$ cat src/rtl/ddfs_pkg.sv
// rtl/ddfs_pkg.sv - shared states, mode encodings and default widths for the ddfs sweep controller
package ddfs_pkg;

    localparam int FW_W    = 10;
    localparam int DWELL_W = 16;

    typedef enum logic [1:0] {
        ST_IDLE = 2'd0,
        ST_RUN  = 2'd1,
        ST_DONE = 2'd2
    } state_t;

    localparam logic [1:0] MODE_SINGLE = 2'd0;
    localparam logic [1:0] MODE_REPEAT = 2'd1;
    localparam logic [1:0] MODE_TRI    = 2'd2;

endpackage

$ cat src/rtl/ddfs_fw_step.sv
// rtl/ddfs_fw_step.sv - next sweep word toward a target, clamped, with at-target flag
module ddfs_fw_step #(
    parameter int FW_W = 10
) (
    input  logic [FW_W-1:0] cur,
    input  logic [FW_W-1:0] step,
    input  logic [FW_W-1:0] target,
    input  logic            up,
    output logic [FW_W-1:0] nxt,
    output logic            at_target
);

    logic [FW_W:0] step_eff;
    logic [FW_W:0] sum;
    logic [FW_W:0] diff;

    // One guard bit keeps the arithmetic from wrapping past either end of the word range.
    always_comb begin
        step_eff  = (step == '0) ? {{FW_W{1'b0}}, 1'b1} : {1'b0, step};
        sum       = {1'b0, cur} + step_eff;
        diff      = {1'b0, cur} - step_eff;
        at_target = (cur == target);
        nxt       = target;
        if (up) begin
            if (sum < {1'b0, target}) nxt = sum[FW_W-1:0];
        end else begin
            if (!diff[FW_W] && (diff[FW_W-1:0] > target)) nxt = diff[FW_W-1:0];
        end
    end

endmodule

$ cat src/rtl/ddfs_sweep_ctrl.sv
// rtl/ddfs_sweep_ctrl.sv - frequency-word sweep sequencer for ddfs; DDFS_SWEEP_TRIANGLE_EN enables triangle mode
module ddfs_sweep_ctrl #(
    parameter int FW_W    = ddfs_pkg::FW_W,
    parameter int DWELL_W = ddfs_pkg::DWELL_W
) (
    input  logic               clk,
    input  logic               rst,
    input  logic               start,
    input  logic               abort,
    input  logic [FW_W-1:0]    cfg_start_fw,
    input  logic [FW_W-1:0]    cfg_stop_fw,
    input  logic [FW_W-1:0]    cfg_step,
    input  logic [DWELL_W-1:0] cfg_dwell,
    input  logic [1:0]         cfg_mode,
    input  logic [FW_W-1:0]    manual_fw,
    output logic [FW_W-1:0]    fw,
    output logic               fw_upd,
    output logic               busy,
    output logic               done
);

    import ddfs_pkg::*;

    state_t             state;
    logic [FW_W-1:0]    start_sh;
    logic [FW_W-1:0]    stop_sh;
    logic [FW_W-1:0]    step_sh;
    logic [DWELL_W-1:0] dwell_sh;
    logic [1:0]         mode_sh;
    logic [DWELL_W-1:0] cnt;
    logic               dir_fwd;

    logic               up_sweep;
    logic               leg_up;
    logic [FW_W-1:0]    leg_target;
    logic [FW_W-1:0]    nxt_fw;
    logic               at_target;
    logic               is_single;
    logic               is_tri;

    always_comb begin
        up_sweep   = (stop_sh >= start_sh);
        leg_target = dir_fwd ? stop_sh : start_sh;
        leg_up     = dir_fwd ? up_sweep : !up_sweep;
        is_single  = (mode_sh == MODE_SINGLE) || (mode_sh == 2'd3);
    end

    ddfs_fw_step #(.FW_W(FW_W)) u_step (
        .cur       (fw),
        .step      (step_sh),
        .target    (leg_target),
        .up        (leg_up),
        .nxt       (nxt_fw),
        .at_target (at_target)
    );

`ifdef DDFS_SWEEP_TRIANGLE_EN
    logic [FW_W-1:0] rev_target;
    logic [FW_W-1:0] rev_fw;
    logic            rev_at;

    // Reverse leg evaluated in parallel so an endpoint is held once, not twice.
    assign rev_target = dir_fwd ? start_sh : stop_sh;
    assign is_tri     = (mode_sh == MODE_TRI);

    ddfs_fw_step #(.FW_W(FW_W)) u_rev (
        .cur       (fw),
        .step      (step_sh),
        .target    (rev_target),
        .up        (!leg_up),
        .nxt       (rev_fw),
        .at_target (rev_at)
    );
`else
    assign is_tri = 1'b0;
`endif

    always_ff @(posedge clk) begin
        if (rst) begin
            state    <= ST_IDLE;
            fw       <= '0;
            fw_upd   <= 1'b0;
            busy     <= 1'b0;
            done     <= 1'b0;
            cnt      <= '0;
            dir_fwd  <= 1'b1;
            start_sh <= '0;
            stop_sh  <= '0;
            step_sh  <= '0;
            dwell_sh <= '0;
            mode_sh  <= MODE_SINGLE;
        end else begin
            fw_upd <= 1'b0;
            done   <= 1'b0;
            case (state)
                ST_IDLE: begin
                    fw      <= manual_fw;
                    dir_fwd <= 1'b1;
                    if (start && !abort) begin
                        start_sh <= cfg_start_fw;
                        stop_sh  <= cfg_stop_fw;
                        step_sh  <= cfg_step;
                        dwell_sh <= cfg_dwell;
                        mode_sh  <= cfg_mode;
                        fw       <= cfg_start_fw;
                        cnt      <= cfg_dwell;
                        fw_upd   <= 1'b1;
                        busy     <= 1'b1;
                        state    <= ST_RUN;
                    end
                end
                ST_RUN: begin
                    if (abort) begin
                        state <= ST_IDLE;
                        busy  <= 1'b0;
                        fw    <= manual_fw;
                    end else if (cnt != '0) begin
                        cnt <= cnt - DWELL_W'(1);
                    end else if (!at_target) begin
                        fw     <= nxt_fw;
                        cnt    <= dwell_sh;
                        fw_upd <= 1'b1;
                    end else if (is_single) begin
                        state <= ST_DONE;
                        busy  <= 1'b0;
                        done  <= 1'b1;
`ifdef DDFS_SWEEP_TRIANGLE_EN
                    end else if (is_tri) begin
                        // rev_at here means start == stop: nothing to sweep, hold the word.
                        if (!rev_at) begin
                            dir_fwd <= !dir_fwd;
                            fw      <= rev_fw;
                            cnt     <= dwell_sh;
                            fw_upd  <= 1'b1;
                        end
`endif
                    end else if (start_sh != stop_sh) begin
                        fw      <= start_sh;
                        dir_fwd <= 1'b1;
                        cnt     <= dwell_sh;
                        fw_upd  <= 1'b1;
                    end
                end
                ST_DONE: begin
                    fw    <= manual_fw;
                    state <= ST_IDLE;
                end
                default: state <= ST_IDLE;
            endcase
        end
    end

endmodule

$ cat config.mk
export PLATFORM = sky130hd
export DESIGN_NAME = ddfs_sweep_ctrl
export DESIGN_NICKNAME = d
export VERILOG_FILES = /design/src/rtl/ddfs_pkg.sv /design/src/rtl/ddfs_fw_step.sv /design/src/rtl/ddfs_sweep_ctrl.sv
export SDC_FILE = /design/constraint.sdc
export NUM_CORES = 1
export LEC_CHECK = 0
export BUFFER_PORTS_ARGS = -buffer_cell sky130_fd_sc_hd__buf_4
export CORE_MARGIN = 2
export CORE_UTILIZATION = 45
export CTS_BUF_LIST = sky130_fd_sc_hd__clkbuf_8
export DETAILED_ROUTE_END_ITERATION = 16
export GPL_TIMING_DRIVEN = 0
export PLACE_DENSITY = 0.67
export SETUP_SLACK_MARGIN = 0.2
export SLEW_MARGIN = 20
export SYNTH_ARGS = -nofsm -noshare
export SYNTH_HDL_FRONTEND = slang
export SYNTH_HIERARCHICAL = 1
export SYNTH_SLANG_ARGS = --single-unit
$ cat constraint.sdc
create_clock -name clk -period 4.3 [get_ports clk]
set_input_delay 0.86 -clock clk [delete_from_list [all_inputs] [get_ports clk]]
set_output_delay 0.86 -clock clk [all_outputs]
set_load 0.02 [all_outputs]
### Word level (Yosys, flattened, before mapping)

Cells that the tools add are included.

* bits of input ports: 62
* output and inout port bits: 13
* word-level logic and storage cells: 103
* flip-flop bits (word level): 80

* muxes and demuxes: 46
* equality and inequality tests: 18
* add/subtract/negate cells: 3
* reductions and logical operators: 19
* magnitude comparators: 3
* bitwise operators: 2

Operators by type and width (number)
* $mux 10: 11
* $mux 16: 6
* $pmux 16 s2: 1
* $pmux 10 s3: 1
* $mux 1: 18
* $ne 4x4->1 const B: 4
* $reduce_bool 16->1: 1
* $sub 16x1->16 const B: 1
* $ne 2x2->1 const B: 6
* $add 10x11->11: 1
* $lt 11x10->1: 1
* $sub 10x11->11: 1
* $eq 10x10->1: 1
* $ge 10x10->1: 1
* $gt 10x10->1: 1
* $logic_not 10->1: 1
* $mux 2: 5
* $ne 10x10->1: 1
* $reduce_and 5->1: 2
* $ne 3x3->1 const B: 3
* $reduce_and 4->1: 2
* $pmux 1 s2: 3
* $reduce_and 6->1: 1
* $reduce_or 5->1: 1
* 11 further kinds: 17

### Depth between registers and ports, before layout

* depth in word-level cells: 11
* gate-level depth with buffers: 23
* mapped depth without buffers: 22

### Cells and area by module

The synthesis kept the hierarchy.

Modules (own cells, without submodules)
* ddfs_sweep_ctrl: instances 1, area an instance 4184.0 sq um, cells each 522, sequential area each 1581.5 sq um
* ddfs_fw_step: instances 1, area an instance 1823.0 sq um, cells each 245, sequential area each 0.0 sq um

### Worst setup path after synthesis

OpenSTA, ideal clock, no wires.

* path kind: register to register
* start point: reg step_sh[4]
* end point: reg fw[3]
* path buffers: 0
* setup time: 0.128 ns
* required time: 4.172 ns
* slack: 0.287 ns
* period minus slack after synthesis: 4.013 ns
* arrival: 3.885 ns
* stages on the path, launching flop included: 23
* cells stage by stage: dfxtp_1 > nor4_1 > a41o_1 > ha_1 > fa_1 > nor2b_1 > o31a_1 > o21a_1 > nor3_1 > nor2_1 > ha_1 > a21oi_1 > o21ai_0 > a2111oi_2 > a2111oi_4 > and2_2 > a221o_2 > mux2i_1 > o2bb2ai_1 > nand2_1 > o21ai_0 > mux2i_1 > nor2_1

* longest elaborated chain between the ends: 11
* elaborated cells on any way between the ends: 15
* classes of those cells: add/sub: 2; order compare: 2; mux: 8; reduce/logical: 3

Ends and longest elaborated chain
* start: declaration: line ddfs_sweep_ctrl.sv:27 `logic [FW_W-1:0] step_sh;`
* start signal: assignment: line ddfs_sweep_ctrl.sv:102 `step_sh <= cfg_step;`
* $logic_not 10->1: line ddfs_fw_step.sv:19 `step_eff = (step == '0) ? {{FW_W{1'b0}}, 1'b1} : {1'b0, step};`
* $mux 10 (*): line ddfs_fw_step.sv:19
* $sub 10x11->11: line ddfs_fw_step.sv:21 `diff = {1'b0, cur} - step_eff;`
* $gt 10x10->1 / $logic_not 1->1 (equally long branches): line ddfs_fw_step.sv:27 `if (!diff[FW_W] && (diff[FW_W-1:0] > target)) nxt = diff[FW_W-1:0];`
* $logic_and 1x1->1: line ddfs_fw_step.sv:27
* $mux 10: line ddfs_fw_step.sv:27
* $mux 10 (*): line ddfs_fw_step.sv:24 `if (up) begin`
* net nxt_fw[3]: line ddfs_sweep_ctrl.sv:36 `logic [FW_W-1:0] nxt_fw;`
* $mux 10 (*): line ddfs_sweep_ctrl.sv:119 `end else if (!at_target) begin`
* $mux 10 (*): line ddfs_sweep_ctrl.sv:117 `end else if (cnt != '0) begin`
* $mux 10 (*): line ddfs_sweep_ctrl.sv:113 `if (abort) begin`
* $pmux 10 s3 (*): line ddfs_sweep_ctrl.sv:95 `case (state)`
* end signal: assignment: line ddfs_sweep_ctrl.sv:97 `fw <= manual_fw;`
* end signal: assignment: line ddfs_sweep_ctrl.sv:116 `fw <= manual_fw;`
* end signal: assignment: line ddfs_sweep_ctrl.sv:120 `fw <= nxt_fw;`
* end: declaration: line ddfs_sweep_ctrl.sv:16 `output logic [FW_W-1:0] fw,`

Mark *: on every way through the listed nets, which the timed path passes. The rest lies on a longest branch. The select of a mux whose other input is x is not followed.
A chain may end at the register's enable or synchronous reset.

### Final worst setup path

* start point: reg step_sh[9]
* end point: reg fw[0]

Same word-level chain as after synthesis.

==> results.json <==
{
  "routedWlPerCell_um": 17.0,
  "yosysMostFrequentCell": "nand2_1",
  "htree_num_levels": 3,
  "synth_nets": 886,
  "yosys.area.top_type": "dfxtp_1",
  "synth.cells.most_frequent": "nand2_1, a21oi_1, dfxtp_1",
  "track_usage_pct": 25.6,
  "grt_max_degree": 15,
  "diodes": 0,
  "synth_cells": 767,
  "fillers": 1265,
  "grt_pass1_vias": 5347,
  "fin_util_pct": 56.0,
  "layout_min_cycle_time_ps": 4530,
  "crit_path_end_kind": "flop",
  "fin_crit_sh_pct": 105,
  "leakage_nw": 3.07,
  "synth_seq_cells": 79,
  "drc": 0,
  "via_per_inst": 5.58,
  "fin_nets": 995,
  "rsz0062_at_grt": "yes",
  "power.total_mw": 4.81,
  "skew_ps": 16.0,
  "startpoint_type": "flop",
  "ys.flop_type": "dfxtp_1",
  "critPathArrivalTime_ps": 4840,
  "cts_tree": "done",
  "async_reset_ff_share_pct": 0,
  "syn_avg_cell_area_sq_um": 7.83,
  "dr.pass1.iters": 5,
  "grt_pass1_wl_um": 28600,
  "pin_count": 75,
  "cts-root-buf": "clkbuf_8",
  "peakVddDrop_mv": 0.256,
  "maxSlewHeadroom_pct": 26.3,
  "die_h_um": 120,
  "setup_viol": 10,
  "die_area_sq_um": 14300,
  "hold_viol_final": 0,
  "die_w_um": 120,
  "grt.overflow.total": 0,
  "vias": 5894,
  "antenna_found_initial": 0,
  "netlist.area_leader.share_pct": 26.3,
  "place_congestion": 0.908,
  "antenna_left": 0,
  "ctsHoldBuffers": 0,
  "worstSetupPathType": "reg2reg",
  "ys_types": 77,
  "initialDrtViolationCount": 420,
  "numClockSinks": 79,
  "cp_max_fo": 9,
  "outcome": "finished, violations left",
  "ys_warn_count": 6,
  "synth_area_leaders": "dfxtp_1, ha_1, nand2_1, a21oi_1, mux2i_1",
  "worstHoldPathType": "reg2reg",
  "fmax_mhz": 221,
  "worst_slew_pin_slew_ps": 1100,
  "syn2layout_area_growth_pct": 22.5,
  "worstPathRequired_ps": 4610,
  "synth_area_sq_um": 6010,
  "finalWorstSetupSlack_ps": -234,
  "start_util_pct": 45.7,
  "maxSlewViolCount": 0,
  "clk_pin_slew_ps": 90,
  "wl_um": 18000,
  "cap_violations": 0,
  "dp_hpwl_um": 13700,
  "placementRows": 42,
  "synth-edff-count": 0,
  "clockBufferDepth": 2,
  "drive_gt1_share_pct": 22.7,
  "violations": "negative setup slack",
  "port-buffer-count": 73,
  "cts_buffers": 9,
  "p_per_area_nw_per_um2": 654,
  "core_area_sq_um": 13100,
  "ff2ff_setup_slack_ps": -230,
  "multi_input_area_sq_um": 4130,
  "clk_latency_ps": 380,
  "ys_seq_area_share_pct": 26.3,
  "seq_area_sq_um": 1600
}
area by class of cell:
| cell class | count | area share [%] |
|---|---|---|
| tap | 176 | 2.99 |
| inverter | 53 | 2.70 |
| buffer | 51 | 3.37 |
| multi-input combinational | 584 | 56.1 |
| sequential | 79 | 21.7 |
| timing repair buffer | 98 | 10.1 |
| clock inverter | 7 | 1.33 |
| clock buffer | 9 | 1.68 |
critical path, cell delays in order (launching register included):
cell	delay, ps
dfxtp_4	380
nor3_2	50
a41o_1	270
ha_2	200
fa_2	340
nand2b_1	100
a21oi_2	80
o31a_1	320
buf_6	150
a311oi_4	340
inv_2	80
ha_4	270
nand4_1	150
a211oi_4	340
nor3_4	80
buf_4	150
a21oi_4	310
mux2i_1	250
mux2i_1	90
o2bb2ai_1	150
nand2_1	60
o21ai_0	90
mux2i_1	90
nor2_1	90
logic make-up after synthesis:
family / Yosys count / share of synthesized area (%)
XOR/XNOR: 27 / 3.94
flip-flops: 79 / 26.3
multiplexers: 35 / 5.83
AO/OA/AOI/OAI: 214 / 24.5
adder cells (fa/ha/maj): 57 / 12.1
AND/OR/NAND/NOR: 251 / 20.0
buffers and inverters: 104 / 7.33
what timing repair did:
action | 4_1_cts | 5_1_grt
setup endpoints to repair | 10 | 10
pin swaps | 31 | 11
buffers inserted | 18 | 6
gates cloned | 1 | 0
resized for setup | 40 | 10
power breakdown:
group / switching (mW) / leakage [nW] / internal, mW
clock: 0.296 / 0.111 / 0.329
sequential: 0.162 / 0.651 / 0.844
combinational: 1.74 / 2.31 / 1.44
total: 2.20 / 3.07 / 2.62
cells in the final DEF, fill, tap and decap left out, drive strengths merged, types with 8 or more instances in the layout:
cell type / netlist / layout
nand2: 128 / 128
buf: 18 / 116
a21oi: 92 / 92
dfxtp: 79 / 79
inv: 53 / 55
ha: 55 / 55
nor2: 46 / 46
clkbuf: 33 / 42
mux2i: 35 / 35
o21ai: 31 / 31
xnor2: 20 / 20
o211ai: 12 / 12
nor3: 12 / 12
o2bb2ai: 10 / 10
nand4: 9 / 9
nor2b: 8 / 8
nand3: 8 / 8
per-layer routing:
metal / track usage [%] / part of all wire (%) / wire length [um] / up-vias
met2: 37.1 / 42 / 7610 / 252
met3: 3.99 / 7.3 / 1310 / 41
met1: 37.7 / 47 / 8520 / 2681
met5: 0 / 0 / 0 / -
met4: 10.1 / 3.1 / 562 / 0
li1: - / - / - / 2920
registers in the layout (all words and copies together), names as in the netlist:
register	count
busy	1
state	2
start_sh	10
stop_sh	10
dwell_sh	16
cnt	16
step_sh	10
mode_sh	2
done	1
fw	10
fw_upd	1
final timing paths:
path / start / endpoint / cells past startpoint
worst max-delay path: step_sh[9] / fw[0] / 23
worst min-delay path: dwell_sh[10] / dwell_sh[10] / 2
worst max register to register: step_sh[9] / fw[0] / 23
worst min register to register: dwell_sh[10] / dwell_sh[10] / 2
through the flow:
step	cell area [sq um]	setup slack, ps	cells	TNS (ps)	hold WS, ps
CTS	7270	-157	1051	-1160	462
detailed placement	6780	-689	1016	-6270	449
finish	7360	-234	1057	-1980	461
floorplan	6010	287	767	0	433
global route	7360	-472	1057	-4260	481
global placement	6780	-697	1016	-6200	445
Note: power is estimated with default switching activity, not from simulation.
